$ cat src/rtl/uart_pkg.sv
// Shared register offsets, status bit positions and serial FSM state types for apb_uart_fifo.
package uart_pkg;

    localparam int DIV_W = 16;

    localparam logic [2:0] OFF_DATA = 3'd0;
    localparam logic [2:0] OFF_IER  = 3'd1;
    localparam logic [2:0] OFF_DIVL = 3'd3;
    localparam logic [2:0] OFF_DIVH = 3'd4;
    localparam logic [2:0] OFF_LSR  = 3'd5;
    localparam logic [2:0] OFF_SCR  = 3'd7;

    localparam int LSR_DR   = 0;
    localparam int LSR_OE   = 1;
    localparam int LSR_FE   = 3;
    localparam int LSR_THRE = 5;
    localparam int LSR_TEMT = 6;

    localparam int IER_RDA  = 0;
    localparam int IER_THRE = 1;

    // state | meaning: IDLE line idle, START start bit, DATA 8 bits LSB first, STOP stop bit
    typedef enum logic [1:0] {TX_IDLE, TX_START, TX_DATA, TX_STOP} tx_state_t;
    typedef enum logic [1:0] {RX_IDLE, RX_START, RX_DATA, RX_STOP} rx_state_t;

    function automatic logic [DIV_W-1:0] div_eff(input logic [DIV_W-1:0] div);
        return (div == '0) ? DIV_W'(1) : div;
    endfunction

endpackage

$ cat src/rtl/uart_fifo.sv
// Synchronous FIFO with fall-through read data; one push and one pop per cycle.
module uart_fifo #(
    parameter int WIDTH = 8,
    parameter int DEPTH = 16
) (
    input  logic                   i_clk,
    input  logic                   i_rst_n,
    input  logic                   i_push,
    input  logic [WIDTH-1:0]       i_data,
    input  logic                   i_pop,
    output logic [WIDTH-1:0]       o_data,
    output logic                   o_full,
    output logic                   o_empty,
    output logic [$clog2(DEPTH):0] o_count
);
    localparam int PTR_W = $clog2(DEPTH);

    logic [WIDTH-1:0] r_mem [DEPTH];
    logic [PTR_W-1:0] r_wr_ptr;
    logic [PTR_W-1:0] r_rd_ptr;
    logic [PTR_W:0]   r_count;
    logic             w_do_push;
    logic             w_do_pop;

    assign o_empty   = (r_count == '0);
    assign o_full    = (r_count == (PTR_W+1)'(DEPTH));
    assign w_do_pop  = i_pop & ~o_empty;
    // a full FIFO still takes a push when the same cycle pops
    assign w_do_push = i_push & (~o_full | w_do_pop);
    assign o_data    = r_mem[r_rd_ptr];
    assign o_count   = r_count;

    always_ff @(posedge i_clk) begin
        if (w_do_push) r_mem[r_wr_ptr] <= i_data;
    end

    always_ff @(posedge i_clk or negedge i_rst_n) begin
        if (!i_rst_n) begin
            r_wr_ptr <= '0;
            r_rd_ptr <= '0;
            r_count  <= '0;
        end else begin
            if (w_do_push) r_wr_ptr <= r_wr_ptr + PTR_W'(1);
            if (w_do_pop)  r_rd_ptr <= r_rd_ptr + PTR_W'(1);
            case ({w_do_push, w_do_pop})
                2'b10:   r_count <= r_count + (PTR_W+1)'(1);
                2'b01:   r_count <= r_count - (PTR_W+1)'(1);
                default: r_count <= r_count;
            endcase
        end
    end

endmodule

$ cat src/rtl/apb_uart_fifo.sv
// APB-attached 8N1 UART with TX/RX FIFOs, programmable baud divisor and level interrupt.
module apb_uart_fifo
    import uart_pkg::*;
#(
    parameter int                    ADDR_WIDTH = 32,
    parameter int                    DATA_WIDTH = 32,
    parameter logic [ADDR_WIDTH-1:0] BASE_ADDR  = 32'h1000_0000,
    parameter int                    FIFO_DEPTH = 16,
    parameter logic [DIV_W-1:0]      DIV_RESET  = 16'd867
) (
    input  logic                  pclk,
    input  logic                  presetn,
    input  logic [ADDR_WIDTH-1:0] paddr,
    input  logic [DATA_WIDTH-1:0] pdata,
    output logic [DATA_WIDTH-1:0] prdata,
    input  logic                  psel,
    input  logic                  penable,
    input  logic                  pwrite,
    input  logic [3:0]            pstb,
    output logic                  ready,
    output logic                  perr,
    output logic                  txd,
    input  logic                  rxd,
    output logic                  irq
);
    localparam int CNT_W = $clog2(FIFO_DEPTH) + 1;

    logic             r_ready, r_perr, r_irq, r_oe, r_fe;
    logic [7:0]       r_prdata, r_scr;
    logic [1:0]       r_ier;
    logic [DIV_W-1:0] r_div, r_baud_cnt, r_rx_cnt;
    tx_state_t        r_tx_state, w_tx_next;
    rx_state_t        r_rx_state, w_rx_next;
    logic [7:0]       r_tx_shift, r_rx_shift;
    logic [2:0]       r_tx_bit, r_rx_bit;
    logic             r_rxd_meta, r_rxd_sync, r_rxd_prev;

    logic             w_access, w_hit, w_err, w_lsr_rd, w_div_wr;
    logic             w_wr_ier, w_wr_divl, w_wr_divh, w_wr_scr;
    logic [2:0]       w_off;
    logic [7:0]       w_rd_data, w_lsr, w_wdata;
    logic [DIV_W-1:0] w_div_eff, w_rx_half;
    logic             w_tx_push, w_tx_pop, w_tx_full, w_tx_empty, w_tx_tick, w_tx_load, w_txd;
    logic             w_rx_pop, w_rx_full, w_rx_empty, w_rx_due, w_rx_fall;
    logic             w_rx_push, w_rx_ovf, w_rx_fe_set;
    logic [7:0]       w_tx_data, w_rx_data;
    logic [CNT_W-1:0] w_tx_count, w_rx_count;
    logic             w_unused;

    assign w_access  = psel & penable & ~r_ready;
    assign w_hit     = (paddr[ADDR_WIDTH-1:3] == BASE_ADDR[ADDR_WIDTH-1:3]);
    assign w_off     = paddr[2:0];
    assign w_wdata   = pdata[7:0];
    assign w_div_eff = div_eff(r_div);
    // (DIV+1)/2 - 1 written without a 17-bit intermediate; equal for DIV >= 1
    assign w_rx_half = (w_div_eff - DIV_W'(1)) >> 1;
    assign w_div_wr  = w_wr_divl | w_wr_divh;
    assign w_unused  = &{1'b0, pstb, pdata[DATA_WIDTH-1:8], w_tx_count, w_rx_count};

    assign prdata = {{(DATA_WIDTH-8){1'b0}}, r_prdata};
    assign ready  = r_ready;
    assign perr   = r_perr;
    assign irq    = r_irq;
    assign txd    = w_txd;

    always_comb begin
        w_lsr           = '0;
        w_lsr[LSR_DR]   = ~w_rx_empty;
        w_lsr[LSR_OE]   = r_oe;
        w_lsr[LSR_FE]   = r_fe;
        w_lsr[LSR_THRE] = w_tx_empty;
        w_lsr[LSR_TEMT] = w_tx_empty & (r_tx_state == TX_IDLE);
    end

    always_comb begin
        w_rd_data = '0;
        w_err     = 1'b0;
        w_tx_push = 1'b0;
        w_rx_pop  = 1'b0;
        w_lsr_rd  = 1'b0;
        w_wr_ier  = 1'b0;
        w_wr_divl = 1'b0;
        w_wr_divh = 1'b0;
        w_wr_scr  = 1'b0;
        if (w_access) begin
            if (!w_hit) begin
                w_err = 1'b1;
            end else if (pwrite) begin
                case (w_off)
                    OFF_DATA: begin
                        if (w_tx_full) w_err = 1'b1;
                        else           w_tx_push = 1'b1;
                    end
                    OFF_IER:  w_wr_ier  = 1'b1;
                    OFF_DIVL: w_wr_divl = 1'b1;
                    OFF_DIVH: w_wr_divh = 1'b1;
                    OFF_LSR:  w_err     = 1'b1;
                    OFF_SCR:  w_wr_scr  = 1'b1;
                    default:  ;
                endcase
            end else begin
                case (w_off)
                    OFF_DATA: begin
                        if (!w_rx_empty) begin
                            w_rd_data = w_rx_data;
                            w_rx_pop  = 1'b1;
                        end
                    end
                    OFF_IER:  w_rd_data = {6'b0, r_ier};
                    OFF_DIVL: w_rd_data = r_div[7:0];
                    OFF_DIVH: w_rd_data = r_div[15:8];
                    OFF_LSR: begin
                        w_rd_data = w_lsr;
                        w_lsr_rd  = 1'b1;
                    end
                    OFF_SCR:  w_rd_data = r_scr;
                    default:  ;
                endcase
            end
        end
    end

    always_ff @(posedge pclk or negedge presetn) begin
        if (!presetn) begin
            r_ready  <= 1'b0;
            r_perr   <= 1'b0;
            r_prdata <= '0;
            r_ier    <= '0;
            r_div    <= DIV_RESET;
            r_scr    <= '0;
            r_oe     <= 1'b0;
            r_fe     <= 1'b0;
            r_irq    <= 1'b0;
        end else begin
            r_ready  <= w_access;
            r_perr   <= w_err;
            r_prdata <= w_rd_data;
            if (w_wr_ier)  r_ier       <= w_wdata[1:0];
            if (w_wr_divl) r_div[7:0]  <= w_wdata;
            if (w_wr_divh) r_div[15:8] <= w_wdata;
            if (w_wr_scr)  r_scr       <= w_wdata;
            if (w_rx_ovf)       r_oe <= 1'b1;
            else if (w_lsr_rd)  r_oe <= 1'b0;
            if (w_rx_fe_set)    r_fe <= 1'b1;
            else if (w_lsr_rd)  r_fe <= 1'b0;
            r_irq <= (r_ier[IER_RDA] & ~w_rx_empty) | (r_ier[IER_THRE] & w_tx_empty);
        end
    end

    uart_fifo #(.WIDTH(8), .DEPTH(FIFO_DEPTH)) u_tx_fifo (
        .i_clk(pclk), .i_rst_n(presetn), .i_push(w_tx_push), .i_data(w_wdata), .i_pop(w_tx_pop),
        .o_data(w_tx_data), .o_full(w_tx_full), .o_empty(w_tx_empty), .o_count(w_tx_count)
    );

    uart_fifo #(.WIDTH(8), .DEPTH(FIFO_DEPTH)) u_rx_fifo (
        .i_clk(pclk), .i_rst_n(presetn), .i_push(w_rx_push), .i_data(r_rx_shift), .i_pop(w_rx_pop),
        .o_data(w_rx_data), .o_full(w_rx_full), .o_empty(w_rx_empty), .o_count(w_rx_count)
    );

    // TX: baud counter holds reloaded while idle so every state lasts exactly DIV+1 cycles
    assign w_tx_tick = (r_tx_state != TX_IDLE) && (r_baud_cnt == '0);

    always_ff @(posedge pclk or negedge presetn) begin
        if (!presetn) r_tx_state <= TX_IDLE;
        else          r_tx_state <= w_tx_next;
    end

    always_comb begin
        w_tx_next = r_tx_state;
        case (r_tx_state)
            TX_IDLE:  if (!w_tx_empty) w_tx_next = TX_START;
            TX_START: if (w_tx_tick) w_tx_next = TX_DATA;
            TX_DATA:  if (w_tx_tick && r_tx_bit == 3'd7) w_tx_next = TX_STOP;
            TX_STOP:  if (w_tx_tick) w_tx_next = w_tx_empty ? TX_IDLE : TX_START;
            default:  w_tx_next = TX_IDLE;
        endcase
    end

    always_comb begin
        w_tx_load = (w_tx_next == TX_START) && (r_tx_state != TX_START);
        w_tx_pop  = w_tx_load;
        case (r_tx_state)
            TX_START: w_txd = 1'b0;
            TX_DATA:  w_txd = r_tx_shift[0];
            default:  w_txd = 1'b1;
        endcase
    end

    always_ff @(posedge pclk or negedge presetn) begin
        if (!presetn) begin
            r_tx_shift <= '0;
            r_tx_bit   <= '0;
            r_baud_cnt <= '0;
        end else begin
            if (w_tx_load)                              r_tx_shift <= w_tx_data;
            else if (r_tx_state == TX_DATA && w_tx_tick) r_tx_shift <= {1'b0, r_tx_shift[7:1]};
            if (r_tx_state != TX_DATA) r_tx_bit <= '0;
            else if (w_tx_tick)        r_tx_bit <= r_tx_bit + 3'd1;
            if (r_tx_state == TX_IDLE || w_div_wr || r_baud_cnt == '0) r_baud_cnt <= w_div_eff;
            else                                                     r_baud_cnt <= r_baud_cnt - DIV_W'(1);
        end
    end

    always_ff @(posedge pclk or negedge presetn) begin
        if (!presetn) begin
            r_rxd_meta <= 1'b1;
            r_rxd_sync <= 1'b1;
            r_rxd_prev <= 1'b1;
        end else begin
            r_rxd_meta <= rxd;
            r_rxd_sync <= r_rxd_meta;
            r_rxd_prev <= r_rxd_sync;
        end
    end

    assign w_rx_fall = r_rxd_prev & ~r_rxd_sync;
    assign w_rx_due  = (r_rx_state != RX_IDLE) && (r_rx_cnt == '0);

    always_ff @(posedge pclk or negedge presetn) begin
        if (!presetn) r_rx_state <= RX_IDLE;
        else          r_rx_state <= w_rx_next;
    end

    always_comb begin
        w_rx_next = r_rx_state;
        case (r_rx_state)
            RX_IDLE:  if (w_rx_fall) w_rx_next = RX_START;
            RX_START: if (w_rx_due) w_rx_next = r_rxd_sync ? RX_IDLE : RX_DATA;
            RX_DATA:  if (w_rx_due && r_rx_bit == 3'd7) w_rx_next = RX_STOP;
            RX_STOP:  if (w_rx_due) w_rx_next = RX_IDLE;
            default:  w_rx_next = RX_IDLE;
        endcase
    end

    always_comb begin
        w_rx_push   = (r_rx_state == RX_STOP) && w_rx_due;
        w_rx_ovf    = w_rx_push & w_rx_full & ~w_rx_pop;
        w_rx_fe_set = w_rx_push & ~r_rxd_sync;
    end

    always_ff @(posedge pclk or negedge presetn) begin
        if (!presetn) begin
            r_rx_cnt   <= '0;
            r_rx_bit   <= '0;
            r_rx_shift <= '0;
        end else begin
            if (r_rx_state == RX_IDLE) r_rx_cnt <= w_rx_half;
            else if (r_rx_cnt == '0)   r_rx_cnt <= w_div_eff;
            else                       r_rx_cnt <= r_rx_cnt - DIV_W'(1);
            if (r_rx_state != RX_DATA) r_rx_bit <= '0;
            else if (w_rx_due)         r_rx_bit <= r_rx_bit + 3'd1;
            if (r_rx_state == RX_DATA && w_rx_due) r_rx_shift <= {r_rxd_sync, r_rx_shift[7:1]};
        end
    end

endmodule

$ cat config.mk
export PLATFORM = sky130hd
export DESIGN_NAME = apb_uart_fifo
export DESIGN_NICKNAME = d
export VERILOG_FILES = /design/src/rtl/uart_pkg.sv /design/src/rtl/uart_fifo.sv /design/src/rtl/apb_uart_fifo.sv
export SDC_FILE = /design/constraint.sdc
export NUM_CORES = 1
export LEC_CHECK = 0
export ABC_AREA = 1
export CELL_PAD_IN_SITES_DETAIL_PLACEMENT = 0
export CELL_PAD_IN_SITES_GLOBAL_PLACEMENT = 1
export CORE_MARGIN = 2
export CORE_UTILIZATION = 43
export CTS_BUF_LIST = sky130_fd_sc_hd__clkbuf_8
export DETAILED_ROUTE_END_ITERATION = 7
export DONT_BUFFER_PORTS = 1
export PLACE_DENSITY = 0.81
export SYNTH_ARGS = -nofsm -noshare
export SYNTH_HDL_FRONTEND = slang
export SYNTH_SLANG_ARGS = --single-unit
$ cat constraint.sdc
create_clock -name pclk -period 6 [get_ports pclk]
set_clock_uncertainty 0.2 [all_clocks]
set_input_delay 0.6 -clock pclk [delete_from_list [all_inputs] [get_ports pclk]]
set_output_delay 0.6 -clock pclk [all_outputs]
set_load 0.01 [all_outputs]
-- Yosys cells after proc, flatten, opt, wreduce, memory -nomap -nowiden
Memory sizes are Yosys's and may differ from the RTL's.
Index checks and enable logic that the tools add are counted.
- register bits: 126
- bits in writable memories: 256
- bits of input ports: 74
- output and inout port bits: 36
- word-level logic and storage cells: 194
- memories: 2
- add/sub/neg operators: 13
- eq/ne operators: 28
- multiplexer cells: 72
- bitwise gates (word level): 24
- reduce and logical (&&, ||, !) cells: 28
- memory list (name ; depth ; width ; rd ports ; clocked after memory_dff ; wr ports ; RTL line ; text):
    u_rx_fifo.r_mem ; 16 ; 8 ; 1 ; 0 ; 1 ; uart_fifo.sv:18 ; logic [WIDTH-1:0] r_mem [DEPTH];
    u_tx_fifo.r_mem ; 16 ; 8 ; 1 ; 0 ; 1 ; uart_fifo.sv:18 ;
- operators with widths (kind ; number):
    two-way mux 16 bit ; 4
    zero test 16 bit ; 3
    two-way mux 8 bit ; 6
    one-hot mux 8 bit (6 select lines) ; 1
    subtractor 16 x 1 -> 16 bit, second input constant ; 3
    two-way mux 1 bit ; 42
    == test 29 x 26 -> 1 bit, second input constant ; 1
    one-hot mux 5 bit (2 select lines) ; 2
    two-way mux 2 bit ; 9
    nonzero test 2 bit ; 9
    adder 4 x 1 -> 4 bit, second input constant ; 4
    one-hot mux 2 bit (4 select lines) ; 2
    == test 3 bit, second input constant ; 5
    AND 1 bit ; 13
    == test 2 bit, second input constant ; 6
    two-way mux 3 bit ; 4
    != test 2 bit, second input constant ; 6
    adder 5 x 1 -> 5 bit, second input constant ; 2
    == test 2 x 1 -> 1 bit, second input constant ; 5
    == test 5 bit, second input constant ; 2
    zero test 5 bit ; 2
    subtractor 5 x 1 -> 5 bit, second input constant ; 2
    logical AND 1 bit ; 8
    inverter 1 bit ; 7
    10 further kinds ; 17

-- Logic depth before layout (Yosys ltp)
Gate-level depths: netlist of the first run.
- word-level depth: 12
- mapped depth: 21
- gate-level depth less buffers: 21

-- Cells and area by module
From an unflattened synthesis of the first run, not the netlist that was laid out.
- cell total of the unflattened synthesis: 1759
- area, all modules: 18008.5 sq um
- modules (own cells, without submodules) (module ; instances ; cells each ; area each (sq um)):
    uart_fifo ; 2 ; 479 ; 5957.0
    apb_uart_fifo ; 1 ; 801 ; 6094.6

-- Least setup slack after synthesis of the first run
OpenSTA, ideal clock, no wires.
- kind: input port to flip-flop
- start point: in paddr[21]
- end point: reg u_tx_fifo.r_count[4], in the netlist u_tx_fifo.o_count[4]
- setup time: 79 ps
- data arrival time: 2815 ps
- slack: 2906 ps
- stages on the path: 17
- cells stage by stage: nor2_1 > nand2_1 > nor2_1 > nand2_1 > nor2_4 > nand2_1 > nor2_2 > inv_1 > ha_1 > xor2_1 > ha_1 > a21oi_1 > or2_2 > o21ai_2 > a21oi_1 > o21ai_0 > xor2_1
- longest elaborated chain between the ends: 6
- ends and longest elaborated chain (what ; RTL line ; text):
    from (decl) ; apb_uart_fifo.sv:13 ; input logic [ADDR_WIDTH-1:0] paddr,
    == test 29 x 26 -> 1 bit (*) ; apb_uart_fifo.sv:51 ; assign w_hit = (paddr[ADDR_WIDTH-1:3] == BASE_ADDR[ADDR_WIDTH-1:3]);
    two-way mux 1 bit (*) ; apb_uart_fifo.sv:86 ; if (!w_hit) begin
    two-way mux 1 bit (*) ; apb_uart_fifo.sv:85 ; if (w_access) begin
    AND 1 bit (*) ; uart_fifo.sv:29 ; assign w_do_push = i_push & (~o_full | w_do_pop);
    == test 2 x 1 -> 1 bit or == test 2 bit (tied branches) ; uart_fifo.sv:45 ; case ({w_do_push, w_do_pop})
    one-hot mux 5 bit (2 select lines) or nonzero test 2 bit (tied branches) ; - ;
    to (signal assigned) ; uart_fifo.sv:46 ; 2'b10: r_count <= r_count + (PTR_W+1)'(1);
    to (signal assigned) ; uart_fifo.sv:47 ; 2'b01: r_count <= r_count - (PTR_W+1)'(1);
    to (signal assigned) ; uart_fifo.sv:48 ; default: r_count <= r_count;
    to (decl) ; uart_fifo.sv:21 ; logic [PTR_W:0] r_count;
Every way passes the cells marked *; elsewhere a longest branch is shown, timed or not.
A chain may end at the register's enable or synchronous reset.

-- Final worst setup path of the first run
- start point: reg r_baud_cnt[0]
- end point: reg u_tx_fifo.r_count[4], in the netlist u_tx_fifo.o_count[4]
- longest elaborated chain between the ends: 12
- ends and longest elaborated chain (what ; RTL line ; text):
    from (decl) ; apb_uart_fifo.sv:31 ; logic [DIV_W-1:0] r_div, r_baud_cnt, r_rx_cnt;
    from (signal assigned) ; apb_uart_fifo.sv:199 ; if (r_tx_state == TX_IDLE || w_div_wr || r_baud_cnt == '0) r_baud_cnt <= w_div_eff;
    from (signal assigned) ; apb_uart_fifo.sv:200 ; else r_baud_cnt <= r_baud_cnt - DIV_W'(1);
    zero test 16 bit (*) ; apb_uart_fifo.sv:161 ; assign w_tx_tick = (r_tx_state != TX_IDLE) && (r_baud_cnt == '0);
    logical AND 1 bit (*) ; apb_uart_fifo.sv:161 ;
    logical AND 1 bit ; apb_uart_fifo.sv:173 ; TX_DATA: if (w_tx_tick && r_tx_bit == 3'd7) w_tx_next = TX_STOP;
    two-way mux 2 bit ; apb_uart_fifo.sv:173 ;
    one-hot mux 2 bit (4 select lines) (*) ; apb_uart_fifo.sv:170 ; case (r_tx_state)
    == test 2 x 1 -> 1 bit (*) ; apb_uart_fifo.sv:180 ; w_tx_load = (w_tx_next == TX_START) && (r_tx_state != TX_START);
    logical AND 1 bit (*) ; apb_uart_fifo.sv:180 ;
    AND 1 bit (*) ; uart_fifo.sv:27 ; assign w_do_pop = i_pop & ~o_empty;
    net u_tx_fifo.w_do_pop ; uart_fifo.sv:23 ; logic w_do_pop;
    bitwise OR 1 bit ; uart_fifo.sv:29 ;
    AND 1 bit ; uart_fifo.sv:29 ;
    == test 2 x 1 -> 1 bit or == test 2 bit (tied branches) ; uart_fifo.sv:45 ;
    one-hot mux 5 bit (2 select lines) or nonzero test 2 bit (tied branches) ; - ;
The timed path passes the listed nets; every way through them passes the cells marked *.

==> results.tsv, run 1 <==
metric	value	unit
grt_pass1_vias	12009	
initial_utilization	0.438	
grt_first_pass_wirelength	65000	µm
clk_pin_slew	60	ps
use_met3	0.0409	
cpMaxStageDelayCell	nor2_1	
avgSynthCellArea	10.3	µm²
die_y	206	µm
worstMarginPinSlew	1000	ps
final_area	19300	µm²
drc_errors	0	
crit_fanout	18	
grt_start_max_net_pins	127	
io_buffer_count	0	
timing.fmax	250	MHz
layout.nets	1831	
multi_input_area	5720	µm²
vias_per_cell	5.22	
fin_crit_sh	0.665	
ys_seq_elements	382	
setup_viol	0	
setup_tns	0	ps
netlist_instances	1706	
htreeDepth	3	
post-route-min-period	3990	ps
critical_path.top_delay_family	simple AND/OR/NAND/NOR gates	
powerDensity	323	nW/µm²
nFillCells	3673	
wl	40900	µm
postRouteAntennaNets	0	
p_leak	7.65	nW
root_buffer	clkbuf_8	
comb_power_share	0.155	
hold_path_end	r_scr[4]	
cts_tree	yes	
dp_worst_setup_slack	2020	ps
top_usage_layer	met2	
critical_path_buf_inv_count	2	
core_area	40000	µm²
final_layout_size_suffix_gt1_frac	0.0841	
synth.distinct_cells	52	
yosysSeqAreaShare	0.620	
sequentialPowerShare	0.484	
min_from	pdata[4]	
routabilityCongestion	0.842	
p_int	4.46	mW
cp-start-kind	register	
required	6310	ps
holdPathStages	2	
swShare	0.285	
dp_hpwl	25900	µm
syn_area	17500	µm²
firstDrtPassIters	5	
die_w	206	µm
clkPwrFrac	0.362	
dp_cells	2175	
worstPathArrival	4310	ps
timing.rr.end	u_tx_fifo.o_count[4]	
r2r_cells	19	
rows	73	
dpl_cell_area	17800	µm²
cts_buffers	66	
globalRouteTotalUtil	0.200	
setup_slack	2010	ps
switchingPower	1.77	mW
reg2reg_from	r_baud_cnt[0]	
drtIter0Drc	829	
yosysWarnings	0	
antenna_found_initial	1	
slew-limit-headroom	0.331	
stdcell_count	2311	
ir_drop	0.213	mV
clkLatencyLatePin	610	ps
cpPeakStageDelay	560	ps
finalHoldViolCount	0	
use_met2	0.326	
clock-sinks	382	
cp_cell_sequence	inv_1, ha_1, nand3b_1, nor2_1, nand2_1, nor2_1, nand2_1, nand2_2, nand3_4, inv_2, ha_1, xor2_1, ha_1, a21oi_1, or2_2, o21ai_2, a21oi_1, o21ai_0, xor2_1	
overflow	0	
ys_async_sr_fraction	0.330	
io_pins	110	
whs	46.9	ps
path_class	reg2reg	
worst_path_most_repeated_cell	ha_1	
fin_util	0.482	
synth_edf_count	256	
synthToLayoutAreaGrowth	10.1	%
regArea	10900	µm²
r2r_setup_slack	2010	ps
use_met1	0.260	
power	6.23	mW
status	finished clean	
synthFlopType	edfxtp_1	
num_vias	12053	
maxCapViolations	0	
critPathCaptureType	register	
holdCritPathClass	in2reg	
drv_slew	0	
die_area	42300	µm²
rsz0062_at_grt	no	
wl_per_cell	17.7	µm
clockBufferDepth	3	
metal layers:
layer | part of all wire | wire, µm
met1 | 0.43 | 17600
met2 | 0.48 | 19700
met3 | 0.059 | 2400
met4 | 0.031 | 1280
met5 | 0 | 0
area by class of cell:
type                    count  share of cell area
flip-flops and latches    382               0.563
multi-input cells        1112               0.297
clock buffers              73              0.0521
well taps                 525              0.0341
inverters                 149              0.0290
clock inverters            47              0.0137
repair buffers             21              0.0109
diodes                      2            0.000260
registers in the layout, indices dropped and copies added, names as in the netlist, 2 cells and up, named ones only:
register	count
u_tx_fifo.r_wr_ptr	4
r_prdata	8
r_tx_shift	8
r_div	16
r_rx_cnt	16
r_tx_bit	3
r_rx_bit	3
r_ier	2
r_scr	8
u_rx_fifo.r_mem	128
u_rx_fifo.r_rd_ptr	4
r_baud_cnt	16
u_rx_fifo.r_wr_ptr	4
r_tx_state	2
u_rx_fifo.o_count	5
u_tx_fifo.o_count	5
u_tx_fifo.r_mem	128
u_tx_fifo.r_rd_ptr	4
r_rx_shift	8
cells in the final DEF (no fill, tap or decap), types with 14 or more instances in the layout:
cell type,Yosys,final
nand3_1,53,53
conb_1,1,24
a21oi_1,53,53
o211ai_1,33,33
nand2_1,285,285
ha_1,24,24
o22ai_1,28,28
clkbuf_8,0,73
o21ai_0,187,187
nor2_1,261,261
edfxtp_1,256,256
dfrtp_1,117,115
inv_1,139,163
xor2_1,36,36
nor3_1,14,14
worst max path at each step:
| stage | start | end | cells past startpoint |
|---|---|---|---|
| final | r_baud_cnt[0] | u_tx_fifo.o_count[4] | 19 |
| after global routing | r_baud_cnt[0] | u_tx_fifo.o_count[4] | 19 |
| after CTS | r_baud_cnt[0] | u_tx_fifo.o_count[4] | 19 |
| after detailed placement | r_baud_cnt[0] | u_tx_fifo.o_count[4] | 19 |
| after global placement | r_baud_cnt[0] | u_tx_fifo.o_count[4] | 19 |
| after floorplan | paddr[21] | u_tx_fifo.o_count[4] | 17 |
timing repair:
item,in CTS,in global routing
hold buffers,14,0
setup buffers,0,0
hold endpoints to repair,270,0
gates resized for setup,0,0
cells in the mapped netlist, types with 4 or more instances:
library cell | number | area, µm²
xor2_1 | 36 | 315
mux2i_1 | 7 | 70.1
o211ai_1 | 33 | 248
nand3_1 | 53 | 265
nand4_1 | 12 | 75.1
o22ai_1 | 28 | 175
clkbuf_1 | 40 | 150
buf_4 | 25 | 188
nand2_1 | 285 | 1070
buf_6 | 4 | 45.0
a221oi_1 | 5 | 43.8
xnor2_1 | 13 | 114
nor2_4 | 4 | 45.0
o21ai_1 | 12 | 60.1
a21oi_1 | 53 | 265
nand2_2 | 6 | 37.5
inv_2 | 9 | 33.8
inv_1 | 139 | 522
dfstp_2 | 9 | 236
buf_2 | 15 | 75.1
dfrtp_1 | 117 | 2930
ha_1 | 24 | 300
nor3_1 | 14 | 70.1
nand3_2 | 7 | 70.1
o21ai_0 | 187 | 936
nor2_1 | 261 | 980
edfxtp_1 | 256 | 7690
o221ai_1 | 10 | 87.6
a22o_1 | 5 | 43.8
power groups by stage:
stage | clock, mW | combinational [mW] | sequential, mW
finish | 2.25 | 0.964 | 3.01
global route | 2.42 | 1.11 | 3.02
CTS | 2.31 | 0.971 | 3.01
detailed placement | 0 | 0.927 | 3.06
global placement | 0 | 0.907 | 3.06
floorplan | 0 | 0.758 | 3.04
logic make-up after synthesis:
kind of cell / synth area share
simple gates: 0.162
flops: 0.620
compound gates: 0.112
buf+inv: 0.0585
xor+xnor: 0.0245
fa+ha+maj: 0.0183
mux: 0.00400
other cells: 0.000214
No activity file was read; power rests on OpenSTA's default activity.
==> run 2: changes to the inputs <==
- PLACE_DENSITY: 0.81 -> 0.84
- clock period: 6 -> 3.23 ns (I/O delays scaled with it)
==> run 2 against run 1 <==
  * Sequential share of layout area down 1.2 points
  * Clock power increased by 68%
  * Register-to-register slack worse by 1800 ps
  * Hold slack lost 46 ps
  * Final cell count grew 2.3%
  * Via count grew 2.6%
  * Combinational power rose by 97%
  * Critical path depth fell by 2
  * Sequential power up 86%
  * Global-route usage decreased by 0.16 points
  * Critical endpoint unchanged
==> results.tsv, run 2 (same netlist as run 1, synthesis figures left out) <==
metric	value	unit
wl	40900	µm
layout.nets	1885	
drc_errors	0	
drv_slew	0	
dp_hpwl	26500	µm
postRouteAntennaNets	0	
globalRouteTotalUtil	0.198	
worstMarginPinSlew	791	ps
holdCritPathClass	in2reg	
cpPeakStageDelay	370	ps
fin_util	0.492	
die_w	206	µm
drtIter0Drc	992	
root_buffer	clkbuf_8	
grt_pass1_vias	12031	
vias_per_cell	5.23	
r2r_setup_slack	220	ps
routabilityCongestion	0.882	
cts_buffers	59	
io_buffer_count	0	
synthToLayoutAreaGrowth	12.4	%
path_class	reg2reg	
clkLatencyLatePin	650	ps
layout_common_cells	nand2_1 (284), nor2_1 (260), edfxtp_1 (256)	
grt_start_max_net_pins	127	
cp-start-kind	register	
fin_crit_sh	0.931	
setup_viol	0	
finalHoldViolCount	0	
die_area	42300	µm²
post-route-min-period	3010	ps
clk_pin_slew	70	ps
critPathCaptureType	register	
firstDrtPassIters	6	
antenna_found_initial	4	
crit_fanout	4	
htreeDepth	2	
ir_drop	0.388	mV
wl_per_cell	17.3	µm
clock-sinks	382	
cts_tree	yes	
cpMaxStageDelayCell	dfrtp_1	
rsz0062_at_grt	yes	
status	finished clean	
required	3610	ps
core_area	40000	µm²
maxCapViolations	0	
clockBufferDepth	3	
die_y	206	µm
final_layout_size_suffix_gt1_frac	0.107	
initial_utilization	0.438	
worstPathArrival	3390	ps
p_leak	7.89	nW
overflow	0	
io_pins	110	
rows	73	
cp_cell_sequence	inv_1, ha_1, nand3b_1, nor2_2, nand3_1, a21oi_2, nand3_4, inv_2, ha_4, xor2_2, ha_1, a21oi_1, or2_2, o21ai_2, a21oi_1, o21ai_0, xor2_1	
postCtsSetupRepairBufs	0	
grt_first_pass_wirelength	64800	µm
num_vias	12372	
setup_tns	0	ps
powerDensity	574	nW/µm²
slew-limit-headroom	0.471	
timing.fmax	333	MHz
layout_commonest_cell	nand2_1	
reg.largest.list	u_rx_fifo.r_mem x128, u_tx_fifo.r_mem x128	
==> run 2: cell types whose count changed in the layout (fill, tap and decap cells not counted), moves of 2 or more <==
| cell | before | now |
|---|---|---|
| buf_12 | 0 | 2 |
| buf_4 | 7 | 56 |
| bufinv_16 | 2 | 0 |
| clkbuf_8 | 73 | 68 |
| clkinv_2 | 6 | 4 |
| dlygate4sd3_1 | 13 | 23 |
| ha_1 | 24 | 21 |
| ha_4 | 0 | 2 |
| inv_6 | 3 | 0 |
==> run 2: routing by layer <==
layer / wire, µm / global-route usage / vias to the layer above
li1: - / - / 5965
met1: 17800 / 0.261 / 5960
met2: 19800 / 0.328 / 376
met3: 2340 / 0.0358 / 69
met4: 1010 / 0.0712 / 2
met5: 13 / 0 / -
==> run 2: power by group <==
part / switching, mW / leakage, nW / internal (mW) / total [mW]
clock network: 1.87 / 0.667 / 1.92 / 3.79
logic: 1.22 / 3.45 / 0.676 / 1.90
registers: 0.187 / 3.78 / 5.42 / 5.60
total: 3.28 / 7.89 / 8.01 / 11.3
==> run 2: timing repair <==
item	4_1_cts	5_1_grt
setup endpoints to repair	0	2
hold buffers	25	0
endpoints found under the hold margin	306	0
gates resized for setup	0	7
==> run 2: final timing paths <==
check,start,cells past startpoint,to
worst min-delay path,paddr[18],7,u_rx_fifo.r_rd_ptr[0]
worst max-delay path,r_baud_cnt[0],17,u_tx_fifo.o_count[4]
worst min register to register,r_rxd_meta,0,r_rxd_sync
min in group asynchronous,presetn,2,r_rx_shift[2]
max in group asynchronous,presetn,2,r_baud_cnt[4]
worst max register to register,r_baud_cnt[0],17,u_tx_fifo.o_count[4]
==> run 2: critical path: cells and delay by family (launching register included) <==
| kind | cells | cell delay (ps) |
|---|---|---|
| xor+xnor | 2 | 320 |
| buf+inv | 2 | 210 |
| compound gates | 5 | 560 |
| fa+ha+maj | 3 | 490 |
| flops | 1 | 370 |
| simple gates | 5 | 780 |
==> run 2: per-stage QoR <==
step	worst slack [ps]	std cells	hold WS, ps	instance area, µm²	total power, mW
2_1_floorplan	219	1729	-173	17600	7.05
3_3_place_gp	77.6	2226	-163	18300	7.43
3_5_place_dp	59.8	2226	-164	18300	7.48
4_1_cts	31.0	2362	30.7	19600	11.4
5_1_grt	-31.9	2362	20.3	19700	11.9
6_report	224	2364	1.13	19700	11.3
==> run 2: layout make-up <==
| class | count | area [µm²] |
|---|---|---|
| diodes | 3 | 7.51 |
| clock buffers | 68 | 936 |
| clock inverters | 43 | 185 |
| fillers | 3627 | 20300 |
| inverters | 149 | 559 |
| multi-input cells | 1112 | 5760 |
| flip-flops and latches | 382 | 10900 |
| well taps | 525 | 657 |
| repair buffers | 82 | 718 |
